**src/rtl/div_arb_pkg.sv**
```systemverilog
//------------------------------------------------------------------------------
// div_arb_pkg
// Shared types and the round-robin pick function for the divider arbiter.
// Revision: 1.0
//------------------------------------------------------------------------------
`default_nettype none

package div_arb_pkg;

  localparam int MAX_REQ     = 8;
  localparam int IDX_W       = 3;
  localparam int DEF_TAMANYO = 32;
  localparam int DEF_ETAPAS  = 32;

  // idx is sized for the largest supported requester count
  typedef struct packed {
    logic [IDX_W-1:0] idx;
    logic             dz;
  } tag_t;

  function automatic logic [MAX_REQ-1:0] rr_pick(
    input logic [MAX_REQ-1:0] valid,
    input logic [IDX_W-1:0]   ptr,
    input int                 n
  );
    logic [MAX_REQ-1:0] grant;
    logic               found;
    int                 j;
    grant = '0;
    found = 1'b0;
    for (int k = 1; k <= MAX_REQ; k++) begin
      if (k <= n) begin
        j = (int'(ptr) + k) % n;
        if (!found && valid[j[IDX_W-1:0]]) begin
          grant[j[IDX_W-1:0]] = 1'b1;
          found               = 1'b1;
        end
      end
    end
    return grant;
  endfunction

endpackage

`default_nettype wire

```
**src/rtl/div_tag_fifo.sv**
```systemverilog
//------------------------------------------------------------------------------
// div_tag_fifo
// In-order FIFO of issue tags for divisions currently inside the divider.
// Revision: 1.0
//------------------------------------------------------------------------------
`default_nettype none

module div_tag_fifo
  import div_arb_pkg::*;
#(
  parameter int DEPTH = 34,
  localparam int CNT_W = $clog2(DEPTH + 1)
) (
  input  logic             clk,
  input  logic             rst,
  input  logic             i_push,
  input  tag_t             i_tag,
  input  logic             i_pop,
  output tag_t             o_head,
  output logic [CNT_W-1:0] o_count,
  output logic             o_full,
  output logic             o_empty
);

  localparam int PTR_W = $clog2(DEPTH);

  tag_t             r_mem [DEPTH];
  logic [PTR_W-1:0] r_wr_ptr;
  logic [PTR_W-1:0] r_rd_ptr;
  logic [CNT_W-1:0] r_count;
  logic             w_do_push;
  logic             w_do_pop;

  function automatic logic [PTR_W-1:0] f_next(input logic [PTR_W-1:0] p);
    return (p == PTR_W'(DEPTH - 1)) ? '0 : p + PTR_W'(1);
  endfunction

  assign o_full    = (r_count == CNT_W'(DEPTH));
  assign o_empty   = (r_count == '0);
  assign o_count   = r_count;
  assign o_head    = r_mem[r_rd_ptr];
  assign w_do_push = i_push && !o_full;
  assign w_do_pop  = i_pop && !o_empty;

  always_ff @(posedge clk) begin
    if (w_do_push) begin
      r_mem[r_wr_ptr] <= i_tag;
    end
  end

  always_ff @(posedge clk or posedge rst) begin
    if (rst) begin
      r_wr_ptr <= '0;
      r_rd_ptr <= '0;
      r_count  <= '0;
    end else begin
      if (w_do_push) begin
        r_wr_ptr <= f_next(r_wr_ptr);
      end
      if (w_do_pop) begin
        r_rd_ptr <= f_next(r_rd_ptr);
      end
      if (w_do_push && !w_do_pop) begin
        r_count <= r_count + CNT_W'(1);
      end else if (!w_do_push && w_do_pop) begin
        r_count <= r_count - CNT_W'(1);
      end
    end
  end

endmodule

`default_nettype wire

```
**src/rtl/div_arbiter_rr.sv**
```systemverilog
//------------------------------------------------------------------------------
// div_arbiter_rr
// Round-robin sharing of one pipelined signed divider among N_REQ requesters.
// Revision: 1.0
//------------------------------------------------------------------------------
`default_nettype none

module div_arbiter_rr
  import div_arb_pkg::*;
#(
  parameter int N_REQ   = 4,
  parameter int TAMANYO = DEF_TAMANYO,
  parameter int ETAPAS  = DEF_ETAPAS
) (
  input  logic                       CLK,
  input  logic                       RST,
  input  logic [N_REQ-1:0]           REQ_VALID,
  input  logic [N_REQ*TAMANYO-1:0]   REQ_NUM,
  input  logic [N_REQ*TAMANYO-1:0]   REQ_DEN,
  output logic [N_REQ-1:0]           REQ_READY,
  output logic [N_REQ-1:0]           RSP_VALID,
  output logic [TAMANYO-1:0]         RSP_COC,
  output logic [TAMANYO-1:0]         RSP_RES,
  output logic                       RSP_DZ,
  output logic                       PROTO_ERR,
  output logic                       DIV_START,
  output logic [TAMANYO-1:0]         DIV_NUM,
  output logic [TAMANYO-1:0]         DIV_DEN,
  input  logic [TAMANYO-1:0]         DIV_COC,
  input  logic [TAMANYO-1:0]         DIV_RES,
  input  logic                       DIV_DONE
);

  localparam int DEPTH = ETAPAS + 2;
  localparam int CNT_W = $clog2(DEPTH + 1);

  logic [MAX_REQ-1:0] w_valid_pad;
  logic [MAX_REQ-1:0] w_pick;
  logic [N_REQ-1:0]   w_grant;
  logic               w_xfer;
  logic [IDX_W-1:0]   w_idx;
  logic [TAMANYO-1:0] w_num;
  logic [TAMANYO-1:0] w_den;
  logic               w_den_zero;
  tag_t               w_push_tag;
  tag_t               w_head;
  logic               w_full;
  logic               w_empty;
  logic [CNT_W-1:0]   w_count_unused;
  logic               w_pop;
  logic               w_spurious;
  logic [N_REQ-1:0]   w_rsp_onehot;

  logic [IDX_W-1:0]   r_ptr;
  logic               r_div_start;
  logic [TAMANYO-1:0] r_div_num;
  logic [TAMANYO-1:0] r_div_den;
  logic [N_REQ-1:0]   r_rsp_valid;
  logic [TAMANYO-1:0] r_rsp_coc;
  logic [TAMANYO-1:0] r_rsp_res;
  logic               r_rsp_dz;
  logic               r_proto_err;

  always_comb begin
    w_valid_pad              = '0;
    w_valid_pad[N_REQ-1:0]   = REQ_VALID;
  end

  assign w_pick = rr_pick(w_valid_pad, r_ptr, N_REQ);

  generate
    if (N_REQ < MAX_REQ) begin : g_pick_pad
      logic [MAX_REQ-N_REQ-1:0] w_pick_unused;
      assign w_pick_unused = w_pick[MAX_REQ-1:N_REQ];
    end
  endgenerate

  // Full is judged on the registered count, so a same-cycle pop never frees a slot
  assign w_grant   = (RST || w_full) ? '0 : w_pick[N_REQ-1:0];
  assign REQ_READY = w_grant;
  assign w_xfer    = |w_grant;

  always_comb begin
    w_idx = '0;
    w_num = '0;
    w_den = '0;
    for (int i = 0; i < N_REQ; i++) begin
      if (w_grant[i]) begin
        w_idx = IDX_W'(i);
        w_num = REQ_NUM[i*TAMANYO +: TAMANYO];
        w_den = REQ_DEN[i*TAMANYO +: TAMANYO];
      end
    end
  end

  assign w_den_zero = (w_den == '0);
  assign w_push_tag = '{idx: w_idx, dz: w_den_zero};
  assign w_pop      = DIV_DONE && !w_empty;
  assign w_spurious = DIV_DONE && w_empty;

  div_tag_fifo #(
    .DEPTH (DEPTH)
  ) u_tag_fifo (
    .clk     (CLK),
    .rst     (RST),
    .i_push  (w_xfer),
    .i_tag   (w_push_tag),
    .i_pop   (w_pop),
    .o_head  (w_head),
    .o_count (w_count_unused),
    .o_full  (w_full),
    .o_empty (w_empty)
  );

  // Zero divisors go through as /1 so the divider hands back the numerator
  always_ff @(posedge CLK or posedge RST) begin
    if (RST) begin
      r_ptr       <= IDX_W'(N_REQ - 1);
      r_div_start <= 1'b0;
      r_div_num   <= '0;
      r_div_den   <= '0;
    end else begin
      r_div_start <= w_xfer;
      if (w_xfer) begin
        r_ptr     <= w_idx;
        r_div_num <= w_num;
        r_div_den <= w_den_zero ? TAMANYO'(1) : w_den;
      end
    end
  end

  always_comb begin
    w_rsp_onehot = '0;
    for (int i = 0; i < N_REQ; i++) begin
      w_rsp_onehot[i] = (w_head.idx == IDX_W'(i));
    end
  end

  always_ff @(posedge CLK or posedge RST) begin
    if (RST) begin
      r_rsp_valid <= '0;
      r_rsp_coc   <= '0;
      r_rsp_res   <= '0;
      r_rsp_dz    <= 1'b0;
      r_proto_err <= 1'b0;
    end else begin
      r_rsp_valid <= w_pop ? w_rsp_onehot : '0;
      if (w_pop) begin
        r_rsp_dz  <= w_head.dz;
        r_rsp_coc <= w_head.dz ? '0 : DIV_COC;
        r_rsp_res <= w_head.dz ? DIV_COC : DIV_RES;
      end
      if (w_spurious) begin
        r_proto_err <= 1'b1;
      end
    end
  end

  assign DIV_START = r_div_start;
  assign DIV_NUM   = r_div_num;
  assign DIV_DEN   = r_div_den;
  assign RSP_VALID = r_rsp_valid;
  assign RSP_COC   = r_rsp_coc;
  assign RSP_RES   = r_rsp_res;
  assign RSP_DZ    = r_rsp_dz;
  assign PROTO_ERR = r_proto_err;

endmodule

`default_nettype wire

```
**config.mk**
```make
export PLATFORM = sky130hd
export DESIGN_NAME = div_arbiter_rr
export DESIGN_NICKNAME = d
export VERILOG_FILES = /design/src/rtl/div_arb_pkg.sv /design/src/rtl/div_tag_fifo.sv /design/src/rtl/div_arbiter_rr.sv
export SDC_FILE = /design/constraint.sdc
export NUM_CORES = 1
export LEC_CHECK = 0
export ABC_CLOCK_PERIOD_IN_PS = 25000
export CORE_MARGIN = 2
export CORE_UTILIZATION = 37
export DETAILED_ROUTE_END_ITERATION = 7
export GPL_TIMING_DRIVEN = 0
export PLACE_DENSITY_LB_ADDON = 0.2
export SYNTH_ARGS = -nofsm -noshare
export SYNTH_HDL_FRONTEND = slang
export SYNTH_SLANG_ARGS = --single-unit
```
**constraint.sdc**
```tcl
create_clock -name CLK -period 25 [get_ports CLK]
set_clock_uncertainty 0.05 [all_clocks]
set_input_delay 7.5 -clock CLK [delete_from_list [all_inputs] [get_ports CLK]]
set_output_delay 7.5 -clock CLK [all_outputs]
set_load 0.01 [all_outputs]
```
==> After elaboration in Yosys (flattened, before gate mapping) <==
Memories as Yosys holds them, arrays and structs flattened.
Cells that the tools add are included.
{ "op_classes": {"addsub": 8, "multipliers": 0, "div_mod_pow": 0, "order_cmp": 8, "eq_ne": 6, "shift": 0, "muxes": 45, "bitwise": 7, "n_reduce_logical": 30} }
{ "ops": {"columns": ["cell", "count"], "rows": [
  ["$mux W32", 11],
  ["$logic_not A32 Y1", 1],
  ["$mux W4", 6],
  ["$mux W6", 4],
  ["$add A6 B1 Y6 const B", 3],
  ["$eq A6 B6 Y1 const B", 3],
  ["$lt A3 B4 Y1 const B", 4],
  ["$mux W1", 14],
  ["$logic_and A1 B1 Y1", 13],
  ["$bmux W1 S3", 4],
  ["$demux W1 S3", 4],
  ["$ge A3 B1 Y1 const B", 4],
  ["$or A4 B4 Y4", 3],
  ["$reduce_or A2 Y1", 4],
  ["$logic_not A1 Y1", 7],
  ["$eq A3 B2 Y1 const B", 2],
  ["$logic_not A6 Y1", 1],
  ["$mux W3", 2],
  ["$sub A6 B1 Y6 const B", 1],
  ["$add A2 B1 Y2 const B", 2],
  ["$add A2 B2 Y2 const B", 2],
  ["$and A1 B1 Y1 const A", 4],
  ["$reduce_or A4 Y1", 1],
  ["$eq A3 B1 Y1 const B", 1],
  ["3 further kinds", 3]
]} }
{ "word_totals": {"reg_bits": 155, "latchBits": 0, "ramBits": 136, "rom_bits": 0, "input_bits": 327, "out_inout_bits": 139, "elab_cells": 117, "memories": 1} }
{ "memory_table": {"columns": ["name", "words", "width", "rd", "rd_ports_with_merged_regs", "write_ports", "line", "source"], "rows": [
  ["u_tag_fifo.r_mem", 34, 4, 1, 0, 1, "div_tag_fifo.sv:27", "tag_t r_mem [DEPTH];"]
]} }

==> Depth between registers and ports, before layout <==
Gate-level depths: netlist of run 1.
{ "depth": {"word_depth": 22, "depth_mapped": 25, "depth_no_buf": 19} }

==> Modules after synthesis <==
A second synthesis of run 1 with hierarchy kept.
{ "unflattened": {"cells_unflattened": 1212, "hier_area_um2": 14096.0} }
{ "modules_own_cells": {"columns": ["mod", "n_inst", "cells_each", "area_each_um2", "seq_area_each_um2"], "rows": [
  ["div_arbiter_rr", 1, 804, 7563.5, 3430.8],
  ["div_tag_fifo", 1, 408, 6532.5, 4534.3]
]} }

==> Worst setup path after synthesis of run 1 <==
OpenSTA, ideal clock, no wires.
{ "synth_timing": {"kind": "input port to output port", "startpoint": "in RST", "endpoint": "out REQ_READY[1]", "arrival_ns": 11.938, "required_time_ns": 17.450, "slack_ns": 5.512, "cell_stages": 3, "path_buffers": 0, "cell_sequence": "inv_1 > nand2_1 > a21oi_1"} }
{ "synth_via": {"elab_chain_cells": 2} }
{ "synth_rtl": {"columns": ["element", "line", "source"], "rows": [
  ["start, declared", "div_arbiter_rr.sv:16", "input logic RST,"],
  ["$logic_or A1 B1 Y1", "div_arbiter_rr.sv:79", "assign w_grant = (RST || w_full) ? '0 : w_pick[N_REQ-1:0];"],
  ["$mux W4", "div_arbiter_rr.sv:79", null],
  ["end, declared", "div_arbiter_rr.sv:20", "output logic [N_REQ-1:0] REQ_READY,"]
]} }
No other way between the ends.

==> Worst setup path after layout of run 1 <==
{ "layout_timing": {"startpoint": "in REQ_VALID[3]", "endpoint": "out REQ_READY[3]"} }
{ "layout_via": {"elab_chain_cells": 13, "elab_cells_between_ends": 25, "cone_classes": "16 x mux; 3 x bitwise; 6 x reduce/logical"} }
{ "layout_rtl": {"columns": ["element", "line", "source"], "rows": [
  ["start, declared", "div_arbiter_rr.sv:17", "input logic [N_REQ-1:0] REQ_VALID,"],
  ["$bmux W1 S3", "div_arb_pkg.sv:34", "if (!found && valid[j[IDX_W-1:0]]) begin"],
  ["$mux W1 (not written as such)", "div_arb_pkg.sv:34", null],
  ["$mux W1", "div_arb_pkg.sv:34", null],
  ["$logic_not A1 Y1", "div_arb_pkg.sv:34", null],
  ["$logic_and A1 B1 Y1", "div_arb_pkg.sv:34", null],
  ["$mux W1", "div_arb_pkg.sv:34", null],
  ["$logic_not A1 Y1", "div_arb_pkg.sv:34", null],
  ["$logic_and A1 B1 Y1", "div_arb_pkg.sv:34", null],
  ["$mux W1", "div_arb_pkg.sv:34", null],
  ["$logic_not A1 Y1", "div_arb_pkg.sv:34", null],
  ["$logic_and A1 B1 Y1", "div_arb_pkg.sv:34", null],
  ["$mux W4 (*)", "div_arb_pkg.sv:34", null],
  ["$mux W4 (*)", "div_arbiter_rr.sv:79", null]
]} }
Mark *: on every way between the ends. The rest lies on a longest branch, timed or not. The select of a mux whose other input is x is not followed.

==> results of run 1 <==
[flip-flops by register name (all words and copies together), names as in the netlist]
signal,flops
u_tag_fifo.r_mem,102
DIV_DEN,32
DIV_NUM,32
RSP_COC,32
RSP_RES,32
u_tag_fifo.o_count,6
u_tag_fifo.r_rd_ptr,6
u_tag_fifo.r_wr_ptr,6
RSP_VALID,4
r_ptr,2
DIV_START,1
PROTO_ERR,1
RSP_DZ,1
[cells in the final DEF, fill, tap and decap left out, types with 9 or more instances in the layout]
cell | netlist | routed
nor4_1 | 11 | 11
nand3_1 | 52 | 52
nand2_1 | 148 | 148
and3_1 | 10 | 10
nor3_1 | 9 | 9
dfrtp_1 | 153 | 153
ha_1 | 17 | 17
a22oi_1 | 44 | 44
o21ai_0 | 87 | 86
and2_1 | 12 | 12
edfxtp_1 | 102 | 102
clkbuf_1 | 53 | 59
mux2i_1 | 35 | 35
buf_1 | 9 | 9
clkdlybuf4s50_1 | 0 | 465
buf_2 | 13 | 13
a221oi_1 | 36 | 36
a221o_1 | 21 | 21
inv_1 | 12 | 11
mux4_2 | 34 | 34
clkbuf_16 | 0 | 29
nor2_1 | 84 | 84
nand4_1 | 10 | 10
[through the flow]
stage / power (W) / utilization [%] / hold slack [ns] / setup WS [ns]
finish: 0.002545 / 56.29 / 0.4166 / 5.720
global route: 0.002690 / 56.29 / 0.4313 / 5.570
CTS: 0.002550 / 56.27 / 0.4187 / 5.765
detailed placement: 0.002101 / 53.28 / 0.4060 / 5.779
global placement: 0.002074 / 53.06 / 0.3998 / 1.879
floorplan: 0.001481 / - / 0.4261 / 5.512
[worst max-delay path: cells and delay by family]
family	cells	cell delay, ns
simple gates	2	0.33
buf+inv	7	3.23
mux	1	0.53
compound gates	1	0.10
[cell type report]
cell class	instances	share of cell area (%)
inverter	14	0.3190
tap	448	2.977
antenna	3	0.03987
multi-input combinational	744	27.71
clock inverter	12	0.9702
sequential	257	36.88
buffer	78	1.741
clock buffer	40	4.339
timing repair buffer	468	25.02
[synthesized netlist by cell type, drive strengths merged (6+ instances only)]
| cell | instances | area [um2] |
|---|---|---|
| ha | 17 | 212.7 |
| nand3 | 52 | 260.3 |
| xnor2 | 7 | 61.31 |
| mux4 | 34 | 765.7 |
| or3 | 8 | 50.05 |
| a222oi | 8 | 80.08 |
| clkbuf | 53 | 198.9 |
| buf | 25 | 128.9 |
| o21ai | 89 | 449.2 |
| and3 | 11 | 73.82 |
| nor3 | 11 | 65.06 |
| nor4 | 11 | 68.82 |
| mux2i | 36 | 372.9 |
| a221o | 21 | 210.2 |
| and2 | 12 | 75.07 |
| a221oi | 36 | 315.3 |
| mux2 | 8 | 90.09 |
| nand4 | 10 | 62.56 |
| nand2 | 149 | 561.8 |
| a32oi | 6 | 52.55 |
| inv | 13 | 48.79 |
| o221ai | 6 | 52.55 |
| a21o | 8 | 60.06 |
| dfrtp | 153 | 3829 |
| a22oi | 45 | 342.8 |
| nor2 | 86 | 332.8 |
| o211ai | 7 | 57.55 |
| a21oi | 8 | 40.04 |
| edfxtp | 102 | 3063 |
[power by group through the flow]
stage / clock [W] / sequential, W / combinational, W
6_report: 0.000443 / 0.000682 / 0.00142
5_1_grt: 0.000467 / 0.000696 / 0.00153
4_1_cts: 0.000449 / 0.000681 / 0.00142
3_5_place_dp: 0 / 0.000687 / 0.00141
3_3_place_gp: 0 / 0.000685 / 0.00139
2_1_floorplan: 0 / 0.000723 / 0.000758
[path summary, 6_finish.rpt]
check	start	to	slack (ns)	cells past startpoint
worst max-delay path	REQ_VALID[3]	REQ_READY[3]	5.72	11
worst min-delay path	RSP_COC[5]$_DFFE_PP0P_	RSP_COC[5]$_DFFE_PP0P_	0.42	2
worst max register to register	r_ptr[0]$_DFFE_PP1P_	u_tag_fifo.o_count[5]$_DFFE_PP0P_	18.86	24
worst min register to register	RSP_COC[5]$_DFFE_PP0P_	RSP_COC[5]$_DFFE_PP0P_	0.42	2
max in group asynchronous	RST	DIV_NUM[3]$_DFFE_PP0P_	16.56	3
min in group asynchronous	RST	DIV_DEN[18]$_DFFE_PP0P_	7.49	2
[logic make-up after synthesis]
kind of cell / count (synthesis) / synth area share [%]
and+or+nand+nor: 373 / 13.72
AOI/OAI and AO/OA: 265 / 15.48
DFF: 257 / 55.41
buffers and inverters: 92 / 3.035
muxes: 78 / 9.804
adders and majority gates: 18 / 1.857
xor gates and xnor gates: 10 / 0.6989
[metal layers]
layer  share of wire [%]  routed length (um)  vias up  track usage, %
met1                  39               19490     5522           34.28
li1                    -                   -     5178               -
met4                 3.7                1822        0           9.509
met5                   0                   0        -               0
met2                  49               24400      539           46.68
met3                 7.8                3894       93           5.896
==> impl_metrics.json, run 1 <==
{
  "die_y_um": 188.0,
  "die_x_um": 188.0,
  "crit_chain": "clkdlybuf4s50_1, mux4_2, buf_6, nand3b_1, nand2_1, o21ai_2, inv_2, clkbuf_1, clkbuf_1, buf_1, clkdlybuf4s50_1",
  "seqPwrFrac_pct": 26.8,
  "cp.arrival_ns": 11.73,
  "ant_nets": 0,
  "powerDensity_nw_per_um2": 135.1,
  "placed_area_um2": 17820,
  "power.share.switching_pct": 41.87,
  "wl_per_cell_um": 24.03,
  "startpoint_type": "input port",
  "max_cap_violations": 0,
  "cts_num_sinks": 257,
  "cts_setup_buffers": 0,
  "htreeDepth": 1,
  "rsz0062_at_grt": "false",
  "finalInstanceArea_um2": 18830,
  "hold_buffers": 0,
  "crit_required_ns": 17.45,
  "fin_crit_sh_pct": 77.12,
  "nFillCells": 2851,
  "multi_input_area_um2": 5218,
  "yosysSeqAreaShare_pct": 55.41,
  "synth_cell_types": 74,
  "grt_use_total_pct": 27.32,
  "fin_cells": 2064,
  "netlist_area_um2": 12530,
  "place_congestion": 0.9354,
  "status": "finished clean",
  "grt_first_pass_wirelength_um": 72630,
  "p_switching_w": 0.001066,
  "drv_slew": 0,
  "io_buffers": 465,
  "cts_tree": "yes",
  "grt_pass1_vias": 11590,
  "tns_ns": 0,
  "period_needed_ns": 19.28,
  "peakVddDrop_v": 0.00006756,
  "final_hold_viol_count": 0,
  "dr.pass1.iters": 5,
  "dp_hpwl_um": 39080,
  "synth_seq_cells": 257,
  "dieArea_um2": 35360,
  "routed_via_density": 5.490,
  "clk_pin_slew_worst_paths_ns": 0.06,
  "critPathCaptureType": "primary output",
  "maxSlewHeadroom_pct": 23.68,
  "slowest_stage": "clkdlybuf4s50_1",
  "worst-slew-pin-transition_ns": 1.142,
  "synthFlopType": "dfrtp_1",
  "num_vias": 11330,
  "crit_type": "input port to primary output",
  "synth_cells": 1093,
  "wl_um": 49610,
  "syn_to_final_growth_pct": 50.25,
  "antenna_found_initial": 4,
  "cpPeakStageDelay_ns": 0.65,
  "first_iter_violations": 826,
  "clock_power_share_pct": 17.4,
  "min_path_type": "flip-flop to flip-flop",
  "finalSetupViolCount": 0,
  "fin_nets": 1936,
  "crit_fanout": 10,
  "synth.yosys.warnings": 0,
  "avgSynthCellArea_um2": 11.47,
  "power_leakage_nw": 7.328,
  "fmax_mhz": 51.87,
  "drc": 0,
  "clkLatencyLatePin_ns": 0.55,
  "overflow": 0,
  "async_flop_share_pct": 60.31,
  "drive_above_1_share_pct": 7.936,
  "placed_cells": 2009,
  "grt_start_max_net_pins": 103,
  "comb_power_share_pct": 55.8,
  "cts_made_buffers": 28,
  "synth_edf_count": 102,
  "root_buffer": "clkbuf_16",
  "start_util_pct": 37.47,
  "regArea_um2": 6944,
  "num_rows": 67,
  "core_um2": 33450,
  "clock_path_buffers": 3,
  "p_int_w": 0.001479,
  "synth_fp_nets": 1438,
  "io_pins": 466,
  "ctsResizeCount": 0
}
Note: power is estimated with default switching activity, not from simulation.
==> run 2: changes to the inputs <==
--- a/config.mk
+++ b/config.mk
@@ -5,7 +5,7 @@
 export SDC_FILE = /design/constraint.sdc
 export NUM_CORES = 1
 export LEC_CHECK = 0
-export ABC_CLOCK_PERIOD_IN_PS = 25000
+export ABC_CLOCK_PERIOD_IN_PS = 19100
 export CORE_MARGIN = 2
 export CORE_UTILIZATION = 37
 export DETAILED_ROUTE_END_ITERATION = 7
==> constraint.sdc (replaced) <==
create_clock -name CLK -period 19.1 [get_ports CLK]
set_clock_uncertainty 0.05 [all_clocks]
set_input_delay 5.73 -clock CLK [delete_from_list [all_inputs] [get_ports CLK]]
set_output_delay 5.73 -clock CLK [all_outputs]
set_load 0.01 [all_outputs]
==> results of run 2 <==
Same layout as run 1 (identical final DEF). Status: finished clean.
Among the figures that moved: setup slack after placement 5.779 ns -> 3.419 ns; setup slack after layout 5.720 ns -> 3.360 ns; register-to-register setup slack 18.86 ns -> 12.96 ns; total power 0.002545 W -> 0.003331 W; worst IR drop on VDD 0.00006756 V -> 0.00008842 V
